$ cat config.mk
export PLATFORM = sky130hd
export DESIGN_NAME = serial_signed_pow2_divider
export DESIGN_NICKNAME = d
export VERILOG_FILES = /design/src/rtl/serial_signed_pow2_divider_pkg.sv /design/src/rtl/serial_signed_pow2_divider_sra1_step.sv /design/src/rtl/serial_signed_pow2_divider.sv
export SDC_FILE = /design/constraint.sdc
export NUM_CORES = 1
export LEC_CHECK = 0
export CAP_MARGIN = 5
export CORE_ASPECT_RATIO = 1.25
export CORE_UTILIZATION = 53
export DETAILED_ROUTE_END_ITERATION = 7
export PLACE_DENSITY = 0.83
export SYNTH_ARGS = -nofsm -noshare
export SYNTH_HDL_FRONTEND = slang
export SYNTH_SLANG_ARGS = --single-unit
$ cat constraint.sdc
create_clock -name clk -period 4.5 [get_ports clk]
set_input_delay 0.9 -clock clk [delete_from_list [all_inputs] [get_ports clk]]
set_output_delay 0.9 -clock clk [all_outputs]
set_load 0.02 [all_outputs]
$ cat src/rtl/serial_signed_pow2_divider_pkg.sv
// serial_signed_pow2_divider_pkg: shared types and helpers for the serial
// signed power-of-two divider (FSM state encoding, default width, and the
// rounding-correction rule also used by the bench's reference model).
// Latency: n/a (package). Backpressure: n/a (package).
package serial_signed_pow2_divider_pkg;

  localparam int N_DEF = 8;

  typedef enum logic [1:0] {
    IDLE  = 2'd0,
    SHIFT = 2'd1,
    DONE  = 2'd2
  } state_t;

  // An arithmetic shift floors. Truncation toward zero differs from the
  // floor only for a negative operand that lost a 1 bit (inexact), where
  // the result must move up by one.
  function automatic logic round_corr(input logic div, input logic sign,
                                      input logic sticky);
    return div & sign & sticky;
  endfunction

endpackage

$ cat src/rtl/serial_signed_pow2_divider_sra1_step.sv
// sra1_step: one-bit arithmetic right shift of acc, also exposing the bit
// that falls off the bottom. Combinational, 0 cycles, no flow control.
// Ports: acc_i (N) operand in; res_o (N+1) = {acc_shifted, shifted_out_bit}.
module sra1_step #(
  parameter int N = 8
) (
  input  logic [N-1:0] acc_i,
  output logic [N:0]   res_o
);

  // {acc[N-1], acc[N-1:1], acc[0]} collapses to {acc[N-1], acc}.
  assign res_o = {acc_i[N-1], acc_i};

endmodule

$ cat src/rtl/serial_signed_pow2_divider.sv
// serial_signed_pow2_divider: signed a / 2**s, either floor (arithmetic
// shift) or truncate-toward-zero, computed one bit per cycle.
// Latency: out_valid high s+1 cycles after the accept cycle (1 for s=0);
// backpressure: result held in DONE until out_ready, in_ready low while busy.
// Ports: clk, rst (sync, active-high); in_valid/in_ready/in_data/in_shamt/
// in_div command side; out_valid/out_ready/out_data result side.
module serial_signed_pow2_divider
  import serial_signed_pow2_divider_pkg::*;
#(
  parameter int N  = N_DEF,
  parameter int SW = $clog2(N)
) (
  input  logic          clk,
  input  logic          rst,
  input  logic          in_valid,
  output logic          in_ready,
  input  logic [N-1:0]  in_data,
  input  logic [SW-1:0] in_shamt,
  input  logic          in_div,
  output logic          out_valid,
  input  logic          out_ready,
  output logic [N-1:0]  out_data
);

  state_t        state_q, state_d;
  logic [N-1:0]  acc_q, acc_d;
  logic [SW-1:0] cnt_q, cnt_d;
  logic          div_q, div_d;
  logic          sign_q, sign_d;
  logic          sticky_q, sticky_d;
  logic [N-1:0]  out_q, out_d;

  logic [N:0]    step_res;
  logic [N-1:0]  acc_sh;
  logic          shout;

  sra1_step #(.N(N)) u_step (
    .acc_i (acc_q),
    .res_o (step_res)
  );

  assign acc_sh = step_res[N:1];
  assign shout  = step_res[0];

  // Handshake outputs come straight from registered state only.
  assign in_ready  = (state_q == IDLE);
  assign out_valid = (state_q == DONE);
  assign out_data  = out_q;

  always_ff @(posedge clk) begin
    if (rst) begin
      state_q  <= IDLE;
      acc_q    <= '0;
      cnt_q    <= '0;
      div_q    <= 1'b0;
      sign_q   <= 1'b0;
      sticky_q <= 1'b0;
      out_q    <= '0;
    end else begin
      state_q  <= state_d;
      acc_q    <= acc_d;
      cnt_q    <= cnt_d;
      div_q    <= div_d;
      sign_q   <= sign_d;
      sticky_q <= sticky_d;
      out_q    <= out_d;
    end
  end

  always_comb begin
    state_d  = state_q;
    acc_d    = acc_q;
    cnt_d    = cnt_q;
    div_d    = div_q;
    sign_d   = sign_q;
    sticky_d = sticky_q;
    out_d    = out_q;

    unique case (state_q)
      IDLE: begin
        if (in_valid) begin
          acc_d    = in_data;
          cnt_d    = in_shamt;
          div_d    = in_div;
          sign_d   = in_data[N-1];
          sticky_d = 1'b0;
          if (in_shamt != '0) begin
            state_d = SHIFT;
          end else begin
            // Zero shift is exact in both modes: pass the operand through.
            state_d = DONE;
            out_d   = in_data;
          end
        end
      end

      SHIFT: begin
        sticky_d = sticky_q | shout;
        acc_d    = acc_sh;
        cnt_d    = cnt_q - SW'(1);
        if (cnt_q == SW'(1)) begin
          state_d = DONE;
          // Cannot overflow: correction only applies to a negative operand
          // shifted by at least one, so acc_sh is at most -1.
          out_d   = acc_sh + N'(round_corr(div_q, sign_q, sticky_d));
        end
      end

      DONE: begin
        if (out_ready) begin
          state_d = IDLE;
        end
      end

      default: begin
        state_d = IDLE;
      end
    endcase
  end

endmodule

==> results of run 1 <==
[worst register-to-register path: stages (launching register included)]
cell,delay (ps)
dfxtp_1,450
nor3b_4,570
a2bb2oi_2,280
nor4_1,340
nor3_1,80
[state kept, by name, summed over array words and instances (netlist names)]
name      cells
acc_q         8
cnt_q         3
div_q         1
out_data      8
sign_q        1
state_q       2
sticky_q      1
[logic make-up after synthesis]
kind of cell | Yosys count | share of synthesized area (%)
AO/OA/AOI/OAI | 42 | 24.5
XOR/XNOR | 3 | 2.18
adder cells (fa/ha/maj) | 4 | 4.15
buffers and inverters | 12 | 5.19
flip-flops | 24 | 39.9
AND/OR/NAND/NOR | 59 | 24.1
[layout make-up]
class	instances	area share [%]
clock buffers	4	2.44
well taps	30	2.53
repair buffers	26	17.4
inverters	3	0.758
flip-flops and latches	24	32.4
multi-input cells	108	44.6
[cell usage in the layout (no fill, tap or decap), types with 2 or more instances in the layout]
cell type,Yosys,routed
a211o_1,2,2
a21oi_1,18,18
a22oi_1,6,6
a311oi_1,3,3
a31oi_1,3,3
and3_1,2,2
clkbuf_4,0,3
clkdlybuf4s50_1,0,25
dfxtp_1,24,24
ha_1,4,4
inv_1,3,3
nand2_1,28,28
nand2b_1,3,3
nand3_1,3,3
nand3b_1,2,2
nor2_1,8,8
nor2b_1,4,4
nor3_1,3,3
o21ai_0,2,2
xnor2_1,2,2
[worst max-delay path by stage]
| stage | end | slack (ps) | start |
|---|---|---|---|
| finish | out_valid | 1940 | state_q[1]$_SDFFE_PP0P_ |
| global route | out_valid | 1860 | state_q[1]$_SDFFE_PP0P_ |
| CTS | out_valid | 1930 | state_q[1]$_SDFFE_PP0P_ |
| detailed placement | out_data[5]$_SDFFE_PP0P_ | 1700 | in_valid |
| global placement | out_data[5]$_SDFFE_PP0P_ | 1730 | in_valid |
| floorplan | out_data[5]$_SDFFE_PP0P_ | 2610 | in_shamt[1] |
[power breakdown]
group / internal, mW / switching, mW
Sequential: 0.230 / 0.0180
Combinational: 0.0535 / 0.0631
Clock: 0.0496 / 0.0679
[metrics by stage]
step / cells / utilization (%) / cell area [um2] / hold WS, ps / setup WS (ps)
after floorplan: 144 / - / 1200 / 436 / 2610
after global placement: 191 / 70.7 / 1450 / 441 / 1730
after detailed placement: 191 / 70.7 / 1450 / 449 / 1700
after CTS: 195 / 72.5 / 1490 / 467 / 1930
after global routing: 195 / 72.5 / 1490 / 485 / 1860
final: 195 / 72.5 / 1490 / 466 / 1940
[routing by layer]
metal / vias to the layer above / global-route usage [%] / part of all wire, %
met5: - / 0 / 0
met4: 0 / 9.52 / 1.4
met3: 5 / 3.27 / 3.7
met2: 32 / 43.7 / 53
met1: 553 / 33.2 / 42
li1: 554 / - / -
==> results.toml, run 1 <==
[critical_path]
crit_family = "buffers and inverters"
timing.rr.end = "out_data[5]$_SDFFE_PP0P_"
rrSetupSlack_ps = 2650
cp_num_cells = 2
critPathKind = "flip-flop to output pin"
r2r-start = "state_q[0]$_SDFFE_PP0P_"
crit_chain = "nor2b_1 -> clkdlybuf4s50_1"
critPathMaxFanout = 7
max_stage_delay_ps = 630
cp-end-kind = "output pin"
reg2reg_depth = 4
cp.arrival_ps = 1660
required_ps = 3600
crit_slowest_cell = "clkdlybuf4s50_1"
crit_buf_inv = 1
worstSetupStartpointType = "flip-flop"

[placed_design]
place.gp.congestion = 0.845
place_hpwl_um = 2100
io_buffer_count = 25

[clock_tree]
hold_buffers = 0
ctsResizeCount = 0
root_buffer = "clkbuf_4"
cts_tree = "built"
cts.sinks = 24
postCtsSetupBuffers = 0
worstSkewPairLatency_ps = 320
htree_levels = 1
cts_buffer_depth = 2
clk_pin_slew_ps = 130
numCtsBuffers = 3

[drt]
drc = 0
first_pass_iters = 4
antenna_left = 0
via_per_inst = 5.87
drtIter0Drc = 32
wire_per_inst_um = 15.2
drt-total-wl_um = 2960
num_vias = 1144

[sta]
slew-limit-headroom_pct = 38.9
hold_viol = 0
period_needed_ps = 2560
finalMaxSlewViolations = 0
finalSetupViolCount = 0
fmax_mhz = 390
setup_tns_ps = 0
period_share_pct = 57.0
worst_slew_pin_slew_ps = 914
fin_skew_ps = 2.02
grt_setup_unrepaired = "no"

[logic_synthesis]
synth_edf_count = 0
syn_area_per_cell_um2 = 8.37
ys_warn_count = 0
synthArstFlopShare_pct = 0
synthDistinctLibCells = 37
ys.flop_type = "dfxtp_1"
synth-seq-cells = 24
syn_nets = 164
yosys.area.top_type_share_pct = 39.9
netlist_area_um2 = 1200
yosysSeqAreaShare_pct = 39.9
synth_area_leaders = "dfxtp_1 (40%), nand2_1 (8.7%), a21oi_1 (7.5%), ha_1 (4.2%), a22oi_1 (3.7%)"
ys_top_cells_by_count = "nand2_1 (28), dfxtp_1 (24), a21oi_1 (18)"
syn_inst = 144
yosysTopAreaCell = "dfxtp_1"
yosysMostFrequentCell = "nand2_1"

[floorplan]
io_pins = 26
start_util_pct = 58.8
fp-row-count = 18
floorplan.die_area_um2 = 2470
die_y_um = 55.3
coreArea_um2 = 2050
die_x_um = 44.6

[cells_and_area]
seq_area_um2 = 480
nNetsFinal = 186
drive_gt1_share_pct = 6.06
nFillCells = 154
diodes = 0
area_growth_syn_to_layout_pct = 23.3
multi_input_area_um2 = 662

[power]
power_mw = 0.482
power.leakage_nw = 0.550
peakVddDrop_mv = 0.236
p_per_area_nw_per_um2 = 325

[run]
cap_violations = 0

[worst_hold_path]
holdCritStartpoint = "sign_q$_SDFFE_PP0P_"
hold_path.class = "flip-flop to flip-flop"
whs_path_depth = 2
whs_endpoint = "sign_q$_SDFFE_PP0P_"

[global_routing]
antenna_found_initial = 0
grt_pass1_wl_um = 4840
grt_max_degree = 26
overflow = 0
grtUsageTotal_pct = 26.1
grt_pass1_vias = 1030

[status]
run_status = "finished, final reports clean"
Power figures use the tool's default switching activity.
==> run 2, diff against run 1 <==
--- a/config.mk
+++ b/config.mk
@@ -7,9 +7,9 @@
 export LEC_CHECK = 0
 export CAP_MARGIN = 5
 export CORE_ASPECT_RATIO = 1.25
-export CORE_UTILIZATION = 53
+export CORE_UTILIZATION = 49
 export DETAILED_ROUTE_END_ITERATION = 7
-export PLACE_DENSITY = 0.83
+export PLACE_DENSITY = 0.78
 export SYNTH_ARGS = -nofsm -noshare
 export SYNTH_HDL_FRONTEND = slang
 export SYNTH_SLANG_ARGS = --single-unit
==> constraint.sdc (replaced) <==
create_clock -name clk -period 2.6 [get_ports clk]
set_input_delay 0.52 -clock clk [delete_from_list [all_inputs] [get_ports clk]]
set_output_delay 0.52 -clock clk [all_outputs]
set_load 0.02 [all_outputs]
==> run 2 against run 1 <==
  * Sequential power is 73% higher
  * Die area is 7.8% higher
  * Final cell count is 1.5% higher
  * First-iteration DRC count is 56% higher
  * Power is 88% higher
  * Sequential share of layout area is 0.69 points lower
  * Clock skew is 5.7 ps higher
  * Non-clock buffer count is 2 higher
  * Register-to-register slack worse by 1800 ps
  * Hold slack worse by 3.6 ps
  * Critical endpoint unchanged
==> results.toml, run 2 (synthesis results as in run 1) <==
[power]
power.leakage_nw = 0.566
p_per_area_nw_per_um2 = 596
peakVddDrop_mv = 0.469

[clock_tree]
htree_levels = 1
cts_buffer_depth = 2
worstSkewPairLatency_ps = 330
root_buffer = "clkbuf_4"
cts_tree = "built"
clk_pin_slew_ps = 130
hold_buffers = 0
cts.sinks = 24
ctsResizeCount = 0
postCtsSetupBuffers = 0
numCtsBuffers = 3

[global_routing]
grt_max_degree = 21
grt_pass1_vias = 1013
overflow = 0
antenna_found_initial = 0
grtUsageTotal_pct = 23.1
grt_pass1_wl_um = 4510

[cells_and_area]
diodes = 0
final_common_cell = "nand2_1"
nNetsFinal = 188
drive_gt1_share_pct = 7.19
nFillCells = 184
area_growth_syn_to_layout_pct = 26.0
final_area_um2 = 1520
layout_common_cells = "nand2_1 (28), clkdlybuf4s50_1 (25), dfxtp_1 (24), a21oi_1 (18), nor2_1 (8)"
seq_area_um2 = 480
multi_input_area_um2 = 662

[sta]
fin_skew_ps = 7.71
period_needed_ps = 2180
grt_setup_unrepaired = "no"
setup_tns_ps = 0
finalMaxSlewViolations = 0
slew-limit-headroom_pct = 66.5
finalSetupViolCount = 0
whs_ps = 462
fmax_mhz = 460
worst_slew_pin_slew_ps = 501
hold_viol = 0
period_share_pct = 83.7

[floorplan]
die_y_um = 57.4
io_pins = 26
coreArea_um2 = 2260
fp-row-count = 19
start_util_pct = 53.4
die_x_um = 46.4
floorplan.die_area_um2 = 2660

[critical_path]
cp-end-kind = "output pin"
crit_chain = "nor2b_1 -> clkdlybuf4s50_1"
crit_slowest_cell = "clkdlybuf4s50_1"
critPathKind = "flip-flop to output pin"
crit_family = "buffers and inverters"
cp.arrival_ps = 1660
crit_buf_inv = 1
worstSetupStartpointType = "flip-flop"
max_stage_delay_ps = 620
reg2reg_depth = 4
required_ps = 2080
cp_num_cells = 2
critPathMaxFanout = 7

[worst_hold_path]
hold_path.class = "flip-flop to flip-flop"
whs_path_depth = 2

[placed_design]
dpl_cell_area_um2 = 1470
io_buffer_count = 25
place_hpwl_um = 1920
place.gp.congestion = 0.809

[status]
run_status = "finished, final reports clean"

[drt]
drt-total-wl_um = 2700
wire_per_inst_um = 13.6
drc = 0
antenna_left = 0
via_per_inst = 5.64
drtIter0Drc = 50
num_vias = 1116
first_pass_iters = 4

[run]
cap_violations = 0
[run 2: cell count changes in the layout (fill, tap and decap cells not counted), sizes merged]
| cell | previous run | this run |
|---|---|---|
| clkbuf | 4 | 3 |
| buf | 1 | 3 |
| bufinv | 0 | 1 |
[run 2: report_power, final]
| group | leakage (nW) | switching, mW | internal, mW |
|---|---|---|---|
| clock network | 0.0279 | 0.121 | 0.156 |
| registers | 0.197 | 0.0295 | 0.398 |
| logic | 0.342 | 0.106 | 0.0949 |
[run 2: cell type report]
| type | count | area share (%) |
|---|---|---|
| sequential | 24 | 31.7 |
| tap | 31 | 2.56 |
| multi-input combinational | 108 | 43.6 |
| inverter | 3 | 0.742 |
| timing repair buffer | 28 | 18.0 |
| clock inverter | 1 | 1.98 |
| clock buffer | 3 | 1.48 |
[run 2: final timing paths]
path,from,to,slack [ps]
max,state_q[1]$_SDFFE_PP0P_,out_valid,420
min reg2reg,out_data[3]$_SDFFE_PP0P_,out_data[3]$_SDFFE_PP0P_,460
max reg2reg,state_q[1]$_SDFFE_PP0P_,out_data[5]$_SDFFE_PP0P_,850
min,out_data[3]$_SDFFE_PP0P_,out_data[3]$_SDFFE_PP0P_,460
[run 2: routing by layer]
layer	vias to the layer above	track usage [%]	share of wire [%]
met2	36	36.9	47
met3	4	2.85	4.8
met1	517	30.8	46
li1	559	-	-
met5	-	0	0
met4	0	8.82	1.6
[run 2: worst min-delay path: stages, from the launching register on]
cell     delay, ps
dfxtp_1        340
nand2_1         50
a21oi_1         50
[run 2: through the flow]
step / utilization, % / power, mW / instances / setup WS, ps
after detailed placement: 64.9 / 0.636 / 194 / 473
after floorplan: - / 0.562 / 144 / 1060
after global routing: 67.2 / 0.951 / 198 / 331
final: 67.2 / 0.905 / 198 / 424
after CTS: 67.2 / 0.908 / 198 / 426
after global placement: 64.9 / 0.632 / 194 / 602
